### config.mk
export PLATFORM = sky130hd
export DESIGN_NAME = cb_safe_seq_ctrl
export DESIGN_NICKNAME = d
export VERILOG_FILES = /design/src/rtl/cei_mochila_pkg.sv /design/src/rtl/cb_pulse_gen.sv /design/src/rtl/cb_safe_seq_ctrl.sv
export SDC_FILE = /design/constraint.sdc
export NUM_CORES = 1
export LEC_CHECK = 0
export ABC_AREA = 1
export CORE_MARGIN = 2
export CORE_UTILIZATION = 50
export DETAILED_ROUTE_END_ITERATION = 8
export PLACE_DENSITY_LB_ADDON = 0.2
export SYNTH_ARGS = -nofsm -noshare
export SYNTH_HDL_FRONTEND = slang
export SYNTH_SLANG_ARGS = --single-unit
export TNS_END_PERCENT = 20
### constraint.sdc
create_clock -name clk_i -period 2.85 [get_ports clk_i]
set_input_delay 0.57 -clock clk_i [delete_from_list [all_inputs] [get_ports clk_i]]
set_output_delay 0.57 -clock clk_i [all_outputs]
set_load 0.02 [all_outputs]
### src/rtl/cei_mochila_pkg.sv
// -----------------------------------------------------------------------------
// cei_mochila_pkg
//   Shared types for the safe-CPU wrapper control slice.
//   - interrupt_type_e : LEVEL or EDGE completion interrupt flavour
//   - cb_seq_state_e   : run-sequencer state encoding (IDLE/RUN/DRAIN/DONE)
//   - helpers that reduce the per-hart sleep/debug vectors against a hart mask
//     (vectors are passed zero-extended to MAX_HARTS bits)
// -----------------------------------------------------------------------------
package cei_mochila_pkg;

    typedef enum logic {
        LEVEL = 1'b0,
        EDGE  = 1'b1
    } interrupt_type_e;

    typedef enum logic [1:0] {
        ST_IDLE  = 2'd0,
        ST_RUN   = 2'd1,
        ST_DRAIN = 2'd2,
        ST_DONE  = 2'd3
    } cb_seq_state_e;

    localparam int unsigned MAX_HARTS   = 8;
    localparam int unsigned RUN_CNT_W   = 32;
    localparam logic [RUN_CNT_W-1:0] RUN_CNT_MAX = 32'hFFFF_FFFF;

    // True when every hart selected by mask is asleep. Unselected harts
    // (including zero-extension padding) count as asleep.
    function automatic logic all_masked_asleep(input logic [MAX_HARTS-1:0] sleep,
                                               input logic [MAX_HARTS-1:0] mask);
        return &(sleep | ~mask);
    endfunction

    // True when any hart selected by mask is halted in debug mode.
    function automatic logic any_masked_debug(input logic [MAX_HARTS-1:0] dbg,
                                              input logic [MAX_HARTS-1:0] mask);
        return |(dbg & mask);
    endfunction

endpackage

### src/rtl/cb_pulse_gen.sv
// -----------------------------------------------------------------------------
// cb_pulse_gen
//   Stretches a single-cycle trigger into a registered pulse of exactly
//   PULSE_W cycles, starting the cycle after the trigger.
//   Ports:
//     clk_i   : clock
//     rst_ni  : asynchronous active-low reset (aborts any pulse in progress)
//     trig_i  : single-cycle trigger
//     pulse_o : registered pulse output
//   PULSE_W must be >= 1.
// -----------------------------------------------------------------------------
module cb_pulse_gen #(
    parameter int unsigned PULSE_W = 2
) (
    input  logic clk_i,
    input  logic rst_ni,
    input  logic trig_i,
    output logic pulse_o
);

    // The counter holds the number of pulse cycles still to come after the
    // current one, so it only needs to reach PULSE_W-1.
    localparam int unsigned CntW = (PULSE_W > 1) ? $clog2(PULSE_W) : 1;

    logic [CntW-1:0] cnt_q, cnt_d;
    logic            pulse_q, pulse_d;

    always_comb begin
        cnt_d   = cnt_q;
        pulse_d = 1'b0;
        if (trig_i) begin
            cnt_d   = CntW'(PULSE_W - 1);
            pulse_d = 1'b1;
        end else if (cnt_q != '0) begin
            cnt_d   = cnt_q - 1'b1;
            pulse_d = 1'b1;
        end
    end

    always_ff @(posedge clk_i or negedge rst_ni) begin
        if (!rst_ni) begin
            cnt_q   <= '0;
            pulse_q <= 1'b0;
        end else begin
            cnt_q   <= cnt_d;
            pulse_q <= pulse_d;
        end
    end

    assign pulse_o = pulse_q;

endmodule

### src/rtl/cb_safe_seq_ctrl.sv
// -----------------------------------------------------------------------------
// cb_safe_seq_ctrl
//   Run-sequencer for the safe-CPU wrapper. Launches an N-hart routine,
//   waits for EndSw plus sleep on all masked harts, enforces an optional
//   cycle timeout and raises a LEVEL or EDGE completion interrupt.
//
//   Handshake: start_set_i and intr_clr_i are single-cycle strobes from the
//   register file with no back-pressure; a strobe is consumed in the cycle it
//   is high if the current state accepts it, otherwise it is dropped.
//
//   Ports:
//     clk_i, rst_ni      : clock, asynchronous active-low reset
//     start_set_i        : launch request (honoured in IDLE with mask != 0)
//     boot_addr_i        : boot address, latched on launch
//     hart_mask_i        : harts that must be asleep for completion
//     timeout_i          : cycle limit, 0 disables
//     intr_en_i          : interrupt enable
//     intr_clr_i         : clears status in DONE and returns to IDLE
//     end_sw_i           : routine-finished flag from the wrapper
//     sleep_i            : per-hart sleep
//     debug_mode_i       : per-hart debug mode (freezes the cycle counter)
//     start_o            : Start to the wrapper (high in RUN)
//     boot_addr_o        : latched boot address
//     busy_o             : RUN or DRAIN
//     done_o, timeout_o  : sticky completion / timeout status
//     state_o            : current state encoding (observability)
//     run_cycles_o       : saturating cycle count for RUN+DRAIN
//     interrupt_o        : completion interrupt
//   All outputs come straight from flops.
// -----------------------------------------------------------------------------
module cb_safe_seq_ctrl
    import cei_mochila_pkg::*;
#(
    parameter int unsigned     NHARTS    = 3,
    parameter interrupt_type_e INTC_TYPE = LEVEL,
    parameter int unsigned     PULSE_W   = 2,
    parameter int unsigned     TIMEOUT_W = 16
) (
    input  logic                 clk_i,
    input  logic                 rst_ni,
    input  logic                 start_set_i,
    input  logic [31:0]          boot_addr_i,
    input  logic [NHARTS-1:0]    hart_mask_i,
    input  logic [TIMEOUT_W-1:0] timeout_i,
    input  logic                 intr_en_i,
    input  logic                 intr_clr_i,
    input  logic                 end_sw_i,
    input  logic [NHARTS-1:0]    sleep_i,
    input  logic [NHARTS-1:0]    debug_mode_i,
    output logic                 start_o,
    output logic [31:0]          boot_addr_o,
    output logic                 busy_o,
    output logic                 done_o,
    output logic                 timeout_o,
    output logic [1:0]           state_o,
    output logic [31:0]          run_cycles_o,
    output logic                 interrupt_o
);

    cb_seq_state_e         state_q, state_d;
    logic                  start_q, start_d;
    logic                  busy_q, busy_d;
    logic                  done_q, done_d;
    logic                  timeout_q, timeout_d;
    logic                  end_sw_q;
    logic [31:0]           boot_addr_q, boot_addr_d;
    logic [RUN_CNT_W-1:0]  run_cycles_q, run_cycles_d;

    logic launch;
    logic end_sw_rise;
    logic completion;
    logic timeout_hit;
    logic dbg_hold;
    logic active;

    assign launch      = start_set_i && (hart_mask_i != '0);
    // The edge register samples end_sw_i in every state, so a flag that was
    // already high before launch never looks like a fresh edge.
    assign end_sw_rise = end_sw_i && !end_sw_q;
    assign completion  = end_sw_i &&
                         all_masked_asleep(MAX_HARTS'(sleep_i), MAX_HARTS'(hart_mask_i));
    assign timeout_hit = (timeout_i != '0) && (run_cycles_q >= RUN_CNT_W'(timeout_i));
    assign dbg_hold    = any_masked_debug(MAX_HARTS'(debug_mode_i), MAX_HARTS'(hart_mask_i));
    assign active      = (state_q == ST_RUN) || (state_q == ST_DRAIN);

    always_comb begin
        state_d      = state_q;
        done_d       = done_q;
        timeout_d    = timeout_q;
        boot_addr_d  = boot_addr_q;
        run_cycles_d = run_cycles_q;

        // Counts every cycle spent in RUN/DRAIN, including the one that
        // leaves for DONE; frozen while a masked hart is in debug.
        if (active && !dbg_hold && (run_cycles_q != RUN_CNT_MAX)) begin
            run_cycles_d = run_cycles_q + 32'd1;
        end

        unique case (state_q)
            ST_IDLE: begin
                if (launch) begin
                    state_d      = ST_RUN;
                    boot_addr_d  = boot_addr_i;
                    run_cycles_d = '0;
                end
            end
            ST_RUN: begin
                if (timeout_hit) begin
                    state_d   = ST_DONE;
                    timeout_d = 1'b1;
                end else if (end_sw_rise) begin
                    state_d = ST_DRAIN;
                end
            end
            ST_DRAIN: begin
                // Completion takes priority over a coincident timeout.
                if (completion) begin
                    state_d = ST_DONE;
                    done_d  = 1'b1;
                end else if (timeout_hit) begin
                    state_d   = ST_DONE;
                    timeout_d = 1'b1;
                end
            end
            ST_DONE: begin
                if (intr_clr_i) begin
                    state_d   = ST_IDLE;
                    done_d    = 1'b0;
                    timeout_d = 1'b0;
                end
            end
            default: begin
                state_d = ST_IDLE;
            end
        endcase

        start_d = (state_d == ST_RUN);
        busy_d  = (state_d == ST_RUN) || (state_d == ST_DRAIN);
    end

    always_ff @(posedge clk_i or negedge rst_ni) begin
        if (!rst_ni) begin
            state_q      <= ST_IDLE;
            start_q      <= 1'b0;
            busy_q       <= 1'b0;
            done_q       <= 1'b0;
            timeout_q    <= 1'b0;
            end_sw_q     <= 1'b0;
            boot_addr_q  <= '0;
            run_cycles_q <= '0;
        end else begin
            state_q      <= state_d;
            start_q      <= start_d;
            busy_q       <= busy_d;
            done_q       <= done_d;
            timeout_q    <= timeout_d;
            end_sw_q     <= end_sw_i;
            boot_addr_q  <= boot_addr_d;
            run_cycles_q <= run_cycles_d;
        end
    end

    assign start_o      = start_q;
    assign busy_o       = busy_q;
    assign done_o       = done_q;
    assign timeout_o    = timeout_q;
    assign state_o      = state_q;
    assign boot_addr_o  = boot_addr_q;
    assign run_cycles_o = run_cycles_q;

    if (INTC_TYPE == EDGE) begin : g_edge_irq
        // Fires only on the transition into DONE; enabling later in DONE
        // does not produce a pulse.
        logic trig;
        assign trig = intr_en_i && (state_d == ST_DONE) && (state_q != ST_DONE);

        cb_pulse_gen #(
            .PULSE_W (PULSE_W)
        ) u_pulse_gen (
            .clk_i   (clk_i),
            .rst_ni  (rst_ni),
            .trig_i  (trig),
            .pulse_o (interrupt_o)
        );
    end else begin : g_level_irq
        // Built from the next-state status so the interrupt rises in the
        // same cycle as done_o/timeout_o.
        logic irq_q, irq_d;
        assign irq_d = intr_en_i && (done_d || timeout_d);

        always_ff @(posedge clk_i or negedge rst_ni) begin
            if (!rst_ni) begin
                irq_q <= 1'b0;
            end else begin
                irq_q <= irq_d;
            end
        end

        assign interrupt_o = irq_q;
    end

endmodule
==> flow_summary.json, run 1 <==
{
  "outcome": "complete, no violations",
  "rsz0062_at_grt": "no",
  "path_max_fanout": 3,
  "pwr-share-seq_pct": 32.3,
  "ir_drop_uv": 656,
  "power.total_uw": 5560,
  "row_count": 33,
  "p_leak_uw": 0.00290,
  "drt_pass1_iterations": 5,
  "synth_async_sr_flop_share_pct": 100,
  "dpl.hpwl_um": 8600,
  "yosysSeqAreaShare_pct": 41.7,
  "clock_sinks": 72,
  "hp-class": "in -> async",
  "cts_tree": "yes",
  "fin_nets": 808,
  "netlist_top_cells_area": "dfrtp_1 (42%), nand2_1 (17%), ha_1 (6.7%)",
  "cts_buffer_depth": 2,
  "drv_slew": 0,
  "routed_via_density": 5.15,
  "required_ns": 3.10,
  "place_congestion": 0.888,
  "fin_crit_ns": 2.42,
  "routed-via-count": 4284,
  "antenna_found_initial": 0,
  "cp.arrival_ns": 2.67,
  "synth.avg_cell_area_sq_um": 7.40,
  "antenna_cells": 0,
  "track_usage_pct": 25.3,
  "syn_to_final_growth_pct": 39.6,
  "grt_pass1_vias": 4282,
  "die_x_um": 97.0,
  "drive_above_1_share_pct": 6.46,
  "clk_latency_ns": 0.36,
  "intPower_uw": 3260,
  "final_common_cell": "nand2_1",
  "synth_warnings": 0,
  "p_clk_share_pct": 18.3,
  "setup_viol": 0,
  "setup_tns_ns": 0,
  "crit_type": "in -> reg",
  "final-hold-violation-count": 0,
  "cts.clk_slew.worst_paths_ns": 0.07,
  "totalWireLength_um": 11600,
  "cts_root_buffer": "clkbuf_8",
  "p_switching_uw": 2290,
  "drc_errors": 0,
  "drt_iter0_drc": 251,
  "fin_hold_ws_ns": 0.228,
  "slew_headroom_pct": 74.4,
  "synth_cell_types": 39,
  "startpoint_type": "input pin",
  "pwr-share-comb_pct": 49.4,
  "sw_frac_of_total_pct": 41.3,
  "syn_area_sq_mm": 0.00432,
  "io_buffers": 133,
  "num_io_pins": 134,
  "synth_largest_area_cell": "dfrtp_1",
  "fmaxAchievable_ghz": 0.413,
  "synth_top_cell_area_share_pct": 41.7,
  "ant_nets": 0,
  "die_h_um": 97.0,
  "wire_per_inst_um": 13.9,
  "cts-resized-gates": 0,
  "worst_setup_path_end_kind": "flip-flop",
  "die-area_sq_mm": 0.00940,
  "ys_seq_elements": 72,
  "synth_edf_count": 0,
  "final_cell_mix": "nand2_1 (198), clkdlybuf4s50_1 (132), inv_1 (72), nor2_1 (72), dfrtp_1 (72)",
  "grt-ovfl-total": 0,
  "core_area_sq_mm": 0.00830,
  "period_share_pct": 84.9,
  "syn-num-nets": 670,
  "cts_buffers": 9,
  "grt_max_degree": 73,
  "drv_cap": 0,
  "grt_pass1_wl_um": 19700,
  "cts_hold_buffers": 0,
  "skew_ns": 0.0122,
  "ctsHtreeMaxLevel": 3,
  "start_util_pct": 52.1,
  "tightest_slew_ns": 0.385,
  "synthCells": 584,
  "power.density_mw_per_mm2": 922,
  "synth_top_flop_cell": "dfrtp_1",
  "cts_setup_buffers": 0
}
routing by layer:
layer / vias up / wire, um / global-route usage [%]
met3: 20 / 792 / 6.29
met5: - / 0 / 0
met4: 0 / 209 / 9.43
li1: 2114 / - / -
met2: 151 / 5730 / 42.9
met1: 1999 / 4830 / 31.2
worst max-delay path, cell delays in order:
cell and delay, ns:
clkdlybuf4s50_1 0.48, inv_1 0.05, ha_1 0.31, nand2_1 0.07, nand2_1 0.05, a21oi_1 0.13
nand3_1 0.11, nor2_1 0.10, nand2_1 0.10, nand2_1 0.10, nand2_1 0.06, nand2_1 0.05
nand3_1 0.07, nand2_1 0.06, inv_1 0.05, ha_1 0.27, inv_1 0.04
synth_stat cells (2+ instances only):
master / n
a211oi_1: 4
a211oi_2: 3
a21oi_1: 16
a21oi_2: 2
buf_1: 3
buf_2: 4
buf_6: 3
clkbuf_1: 2
dfrtp_1: 72
ha_1: 23
inv_1: 72
inv_2: 3
nand2_1: 198
nand2_2: 4
nand3_1: 25
nand3b_1: 2
nand4_1: 15
nor2_1: 72
nor2_2: 2
nor2_4: 3
nor3_1: 9
nor3_2: 2
nor4_1: 2
o21ai_0: 8
o21ai_1: 6
o21bai_1: 2
xnor2_1: 4
xor2_1: 12
through the flow:
| stage | utilization (%) | cell area (sq um) | setup slack [ns] | cells |
|---|---|---|---|---|
| finish | 72.7 | 6030 | 0.429 | 832 |
| global route | 72.7 | 6030 | 0.254 | 832 |
| CTS | 72.7 | 6030 | 0.426 | 832 |
| detailed placement | 69.6 | 5780 | 0.0584 | 816 |
| global placement | 69.6 | 5780 | 0.124 | 816 |
| floorplan | - | 4320 | 0.797 | 584 |
power groups by stage:
stage | Sequential, uW | Clock [uW] | Combinational, uW
3_3_place_gp | 1790 | 0 | 2640
4_1_cts | 1790 | 1020 | 2760
6_report | 1790 | 1020 | 2740
3_5_place_dp | 1800 | 0 | 2740
2_1_floorplan | 2190 | 0 | 1130
5_1_grt | 1850 | 1080 | 3000
kinds of logic after synthesis:
logic type	Yosys count	synth area share [%]
AND/OR/NAND/NOR	338	33.0
buffers and inverters	88	8.37
flip-flops	72	41.7
AO/OA/AOI/OAI	47	6.98
adder cells (fa/ha/maj)	23	6.66
XOR/XNOR	16	3.24
area by class of cell:
| class | instances | area [sq um] |
|---|---|---|
| Multi-Input combinational cell | 424 | 2160 |
| Timing Repair Buffer | 140 | 1400 |
| Inverter | 75 | 282 |
| Sequential cell | 72 | 1800 |
| Clock inverter | 5 | 103 |
| Clock buffer | 11 | 151 |
| Tap cell | 105 | 131 |
| Fill cell | 669 | 2270 |
worst paths after layout:
kind	start	end	slack [ns]	cells past startpoint
max reg2reg	run_cycles_o[1]$_DFF_PN0_	run_cycles_o[27]$_DFF_PN0_	0.68	12
max in group asynchronous	rst_ni	run_cycles_o[14]$_DFF_PN0_	2.31	2
min	rst_ni	start_o$_DFF_PN0_	0.23	2
max	timeout_i[13]	busy_o$_DFF_PN0_	0.43	17
min reg2reg	boot_addr_o[11]$_DFFE_PN0P_	boot_addr_o[11]$_DFFE_PN0P_	0.48	2
min in group clk_i	boot_addr_o[11]$_DFFE_PN0P_	boot_addr_o[11]$_DFFE_PN0P_	0.48	2
No activity file was read; power rests on OpenSTA's default activity.
==> run 2: changes to the inputs <==
--- a/config.mk
+++ b/config.mk
@@ -7,7 +7,7 @@
 export LEC_CHECK = 0
 export ABC_AREA = 1
 export CORE_MARGIN = 2
-export CORE_UTILIZATION = 50
+export CORE_UTILIZATION = 47
 export DETAILED_ROUTE_END_ITERATION = 8
 export PLACE_DENSITY_LB_ADDON = 0.2
 export SYNTH_ARGS = -nofsm -noshare
==> constraint.sdc (replaced) <==
create_clock -name clk_i -period 2.46 [get_ports clk_i]
set_input_delay 0.492 -clock clk_i [delete_from_list [all_inputs] [get_ports clk_i]]
set_output_delay 0.492 -clock clk_i [all_outputs]
set_load 0.02 [all_outputs]
==> run 2 against run 1 <==
  * Cell count increased by 1.3%
  * First-iteration DRC count decreased by 23%
  * Wire length decreased by 2.3%
  * Count of clock-buffer cells in the layout decreased by 2
  * Register-to-register slack got worse by 0.40 ns
  * Worst hold slack got worse by 0.074 ns
  * Clock skew decreased by 0.0052 ns
  * Critical path depth unchanged
  * Die area increased by 6.1%
  * Sequential share of layout area decreased by 0.20 points
  * Sequential power increased by 16%
  * Combinational power increased by 16%
  * Critical path type unchanged
  * Largest cell class unchanged
  * Largest power group unchanged
==> flow_summary.json, run 2 (same netlist as run 1, synthesis figures left out) <==
{
  "drc_errors": 0,
  "cts.clk_slew.worst_paths_ns": 0.08,
  "drt_pass1_iterations": 4,
  "ir_drop_uv": 630,
  "dpl.cell_count": 828,
  "path_max_fanout": 3,
  "start_util_pct": 49.1,
  "cpPeakStageDelay_ns": 0.48,
  "place_area_sq_mm": 0.00585,
  "routed-via-count": 4239,
  "crit_type": "in -> reg",
  "instances_no_fill": 843,
  "setup_viol": 0,
  "cts_buffer_depth": 2,
  "die-area_sq_mm": 0.00998,
  "final_area_sq_mm": 0.00607,
  "antenna_cells": 0,
  "row_count": 34,
  "cts_root_buffer": "clkbuf_8",
  "worst_setup_path_end_kind": "flip-flop",
  "clock_sinks": 72,
  "die_h_um": 99.9,
  "track_usage_pct": 23.4,
  "ant_nets": 0,
  "place_congestion": 0.882,
  "routed_via_density": 5.03,
  "startpoint_type": "input pin",
  "period_share_pct": 94.5,
  "wire_per_inst_um": 13.4,
  "antenna_found_initial": 0,
  "power.density_mw_per_mm2": 1030,
  "required_ns": 2.70,
  "place_ws_ns": -0.226,
  "clk_latency_ns": 0.35,
  "cts_tree": "yes",
  "p_leak_uw": 0.00291,
  "fin_nets": 817,
  "cp_common_cell": "nand2_1",
  "slowest_stage": "clkdlybuf4s50_1",
  "totalWireLength_um": 11300,
  "core_area_sq_mm": 0.00881,
  "cp.arrival_ns": 2.57,
  "fin_crit_ns": 2.32,
  "crit_chain": "clkdlybuf4s50_1, inv_1, ha_1, nand2_1, inv_1, a21oi_1, nand3_1, nor2_1, nand2_1, nand2_2, nand2_1, nand2_1, nand3_1, nand2_1, inv_1, ha_1, inv_1",
  "drt_iter0_drc": 193,
  "grt_max_degree": 44,
  "drv_cap": 0,
  "num_io_pins": 134,
  "grt-ovfl-total": 0,
  "tightest_slew_ns": 0.554,
  "use_met1_pct": 28.5,
  "fin_hold_ws_ns": 0.154,
  "final_cell_mix": "nand2_1 (197), clkdlybuf4s50_1 (132), inv_1 (72), nor2_1 (72), dfrtp_1 (72)",
  "final-hold-violation-count": 0,
  "hp-class": "in -> async",
  "drv_slew": 0,
  "ctsHtreeMaxLevel": 3,
  "outcome": "complete, no violations",
  "use_met2_pct": 40.7,
  "drive_above_1_share_pct": 7.76,
  "dpl.hpwl_um": 8640,
  "rsz0062_at_grt": "no",
  "fin_ws_ns": 0.136,
  "final_common_cell": "nand2_1",
  "syn_to_final_growth_pct": 40.5,
  "io_buffers": 133,
  "slew_headroom_pct": 63.1,
  "skew_ns": 0.00704,
  "grt_use_met3_pct": 5.15,
  "grt_pass1_vias": 4236,
  "cts_buffers": 9,
  "top_usage_layer": "met2",
  "grt_pass1_wl_um": 18800,
  "fmaxAchievable_ghz": 0.430,
  "die_x_um": 99.9
}
[run 2: changes by cell type in the layout (fill, tap and decap cells not counted), sizes merged]
cell      previous run  this run
buf                  8        17
bufinv               3         2
clkbuf              11         9
clkinv               1         2
clkinvlp             1         2
[run 2: final timing paths]
kind / endpoint / startpoint / slack, ns / depth (start not counted)
min in group clk_i: boot_addr_o[20]$_DFFE_PN0P_ / boot_addr_o[20]$_DFFE_PN0P_ / 0.48 / 2
setup / recovery: busy_o$_DFF_PN0_ / timeout_i[15] / 0.14 / 17
setup reg to reg: busy_o$_DFF_PN0_ / run_cycles_o[5]$_DFF_PN0_ / 0.28 / 14
max in group asynchronous: boot_addr_o[9]$_DFFE_PN0P_ / rst_ni / 1.85 / 2
hold / removal: boot_addr_o[7]$_DFFE_PN0P_ / rst_ni / 0.15 / 2
hold reg to reg: boot_addr_o[20]$_DFFE_PN0P_ / boot_addr_o[20]$_DFFE_PN0P_ / 0.48 / 2
[run 2: area by class of cell]
type,count,area (sq um)
well taps,108,135
flip-flops and latches,72,1800
clock inverters,6,85.1
clock buffers,9,124
inverters,75,282
repair buffers,149,1470
multi-input cells,424,2170
fillers,745,2740
[run 2: critical path: cells and delay by family]
kind	cells	cell delay, ns
compound gates	1	0.11
buf+inv	5	0.66
simple gates	9	0.75
fa+ha+maj	2	0.56
[run 2: stage by stage]
| stage | utilization, % | total power, uW | TNS (ns) |
|---|---|---|---|
| finish | 68.9 | 6270 | 0 |
| global route | 68.9 | 6740 | 0 |
| global placement | 66.4 | 5200 | -0.310 |
| detailed placement | 66.4 | 5280 | -0.345 |
| CTS | 68.8 | 6310 | 0 |
| floorplan | - | 3850 | 0 |
[run 2: layer usage]
metal | vias up | wire, um | part of all wire, %
li1 | 2129 | - | -
met1 | 1945 | 4720 | 42
met2 | 145 | 5490 | 49
met3 | 20 | 875 | 7.8
met4 | 0 | 210 | 1.9
met5 | - | 0 | 0
[run 2: repair_timing]
item                       CTS  global route
gates resized for setup      0             2
buffers inserted             0             0
setup endpoints to repair    0             1
hold buffers                 0             0
[run 2: power by group]
group / internal [uW] / total, uW / switching [uW]
Combinational: 1460 / 3180 / 1730
Clock: 561 / 1010 / 449
Sequential: 1630 / 2080 / 446
==> run 3: changes to the inputs <==
--- a/config.mk
+++ b/config.mk
@@ -7,7 +7,7 @@
 export LEC_CHECK = 0
 export ABC_AREA = 1
 export CORE_MARGIN = 2
-export CORE_UTILIZATION = 47
+export CORE_UTILIZATION = 43
 export DETAILED_ROUTE_END_ITERATION = 8
 export PLACE_DENSITY_LB_ADDON = 0.2
 export SYNTH_ARGS = -nofsm -noshare
==> constraint.sdc (replaced) <==
create_clock -name clk_i -period 2.06 [get_ports clk_i]
set_input_delay 0.412 -clock clk_i [delete_from_list [all_inputs] [get_ports clk_i]]
set_output_delay 0.412 -clock clk_i [all_outputs]
set_load 0.02 [all_outputs]
==> run 3 against run 2 <==
  * The run now ends with hold timing, setup timing left
  * Setup slack got worse by 0.19 ns
  * Sequential power increased by 12%
  * Utilization decreased by 1.3 points
  * Register-to-register slack got worse by 0.28 ns
  * Critical path depth decreased by 2
  * Via count increased by 3.6%
  * Non-clock buffer count increased by 40
  * Combinational power increased by 43%
  * Clock power increased by 23%
  * Power increased by 29%
  * Clock skew increased by 0.0050 ns
  * Cell area increased by 9.0%
  * Largest power group unchanged
==> flow_summary.json, run 3 (same netlist as run 1, synthesis figures left out) <==
{
  "outcome": "finished with violations",
  "violations": "hold timing, setup timing",
  "path_max_fanout": 3,
  "die_h_um": 104,
  "ctsHtreeMaxLevel": 3,
  "final_cell_mix": "nand2_1 (187), clkdlybuf4s50_1 (120), dfrtp_1 (70), nor2_1 (69), inv_1 (63)",
  "core_area_sq_mm": 0.00977,
  "clk_latency_ns": 0.34,
  "grt_max_degree": 41,
  "drt_iter0_drc": 131,
  "fin_util_pct": 67.7,
  "fmaxAchievable_ghz": 0.474,
  "grt-ovfl-total": 0,
  "antenna_cells": 0,
  "drive_above_1_share_pct": 17.8,
  "place_congestion": 0.929,
  "syn_to_final_growth_pct": 53.1,
  "cts_tree": "yes",
  "fin_nets": 857,
  "fin_ws_ns": -0.0516,
  "setup_viol": 1,
  "drc_errors": 0,
  "grt_pass1_vias": 4502,
  "wire_per_inst_um": 13.3,
  "slew_headroom_pct": 70.3,
  "io_buffers": 133,
  "num-fill-cells": 856,
  "dpl.cell_count": 890,
  "crit_type": "in -> reg",
  "p_leak_uw": 0.00316,
  "cts.clk_slew.worst_paths_ns": 0.08,
  "period_share_pct": 103,
  "instances_no_fill": 909,
  "routed-via-count": 4393,
  "ant_nets": 0,
  "startpoint_type": "input pin",
  "drv_cap": 0,
  "row_count": 36,
  "num_io_pins": 134,
  "rsz0062_at_grt": "yes",
  "skew_ns": 0.0121,
  "cts_hold_buffers": 0,
  "cts_root_buffer": "clkbuf_8",
  "start_util_pct": 44.2,
  "die-area_sq_mm": 0.0109,
  "worst_setup_path_end_kind": "flip-flop",
  "fin_crit_ns": 2.11,
  "track_usage_pct": 23.0,
  "cp.arrival_ns": 2.36,
  "final_common_cell": "nand2_1",
  "cts_buffers": 9,
  "grt_pass1_wl_um": 20600,
  "drt_pass1_iterations": 5,
  "clock_sinks": 72,
  "hp-class": "in -> async",
  "routed_via_density": 4.83,
  "drv_slew": 0,
  "rrSetupSlack_ns": 0,
  "power.density_mw_per_mm2": 1220,
  "final-hold-violation-count": 3,
  "tightest_slew_ns": 0.445,
  "antenna_found_initial": 0,
  "fin_hold_ws_ns": -0.00343,
  "ir_drop_uv": 678,
  "die_x_um": 104,
  "totalWireLength_um": 12100,
  "dpl.hpwl_um": 9360,
  "required_ns": 2.31,
  "cts_buffer_depth": 2
}
## run 3: changes by cell type in the layout (fill, tap and decap cells not counted), moves of 7 or more
cell / previous run / this run
ha_4: 1 / 8
ha_1: 22 / 13
inv_1: 72 / 63
dlygate4sd2_1: 0 / 10
inv_2: 3 / 12
clkdlybuf4s50_1: 132 / 120
nand2_1: 197 / 187
nand2_2: 5 / 13
buf_4: 14 / 53
## run 3: stage by stage
step           hold slack, ns  TNS, ns  cell area, sq um  setup slack, ns  total power [uW]
4_1_cts               0.00201        0              6500          0.00108              8010
6_report             -0.00343  -0.0516              6620          -0.0516              8100
3_3_place_gp            0.385    -2.45              6180           -0.560              6540
3_5_place_dp            0.386    -3.32              6180           -0.685              6660
5_1_grt                0.0202   -0.102              6620           -0.102              8690
2_1_floorplan           0.116        0              4320           0.0950              4590
## run 3: critical path, cell delays in order
cell and delay (ns):
clkdlybuf4s50_1 0.48, inv_1 0.05, ha_1 0.29, nand3_2 0.08, a21oi_2 0.05, nor2_2 0.16, nand2_2 0.09, nand2_2 0.09
nand2_1 0.07, nand2_1 0.09, nand3_2 0.09, nand2_2 0.06, inv_2 0.05, ha_4 0.25, inv_1 0.03
## run 3: area by class of cell
class	count	area (sq um)	share of cell area, %
clock buffer	10	128	1.93
inverter	75	282	4.26
multi-input combinational	424	2350	35.5
sequential	72	1800	27.3
clock inverter	6	92.6	1.40
tap	133	166	2.52
timing repair buffer	189	1790	27.1
## run 3: final timing paths
check | startpoint | end | depth (start not counted)
hold / removal | rst_ni | run_cycles_o[18]$_DFF_PN0_ | 1
hold reg to reg | boot_addr_o[28]$_DFFE_PN0P_ | boot_addr_o[28]$_DFFE_PN0P_ | 2
setup / recovery | timeout_i[10] | busy_o$_DFF_PN0_ | 15
max in group asynchronous | rst_ni | run_cycles_o[25]$_DFF_PN0_ | 2
min in group clk_i | boot_addr_o[28]$_DFFE_PN0P_ | boot_addr_o[28]$_DFFE_PN0P_ | 2
setup reg to reg | run_cycles_o[13]$_DFF_PN0_ | busy_o$_DFF_PN0_ | 15
## run 3: report_power, final
group	internal (uW)	leakage [uW]	switching, uW
sequential	1960	0.000913	373
combinational	2110	0.00214	2420
clock	688	0.000103	548
## run 3: timing repair
item                                    4_1_cts  5_1_grt
endpoints found under the setup margin        4       20
buffers inserted                              0        3
resized for setup                            32       26
pin swaps                                    18       22
## run 3: metal layers
layer / vias to the layer above / GRT usage [%] / wire length, um
met5: - / 0 / 0
met4: 0 / 8.30 / 247
met3: 19 / 5.26 / 743
met2: 146 / 40.2 / 5910
met1: 2012 / 27.9 / 5210
li1: 2216 / - / -
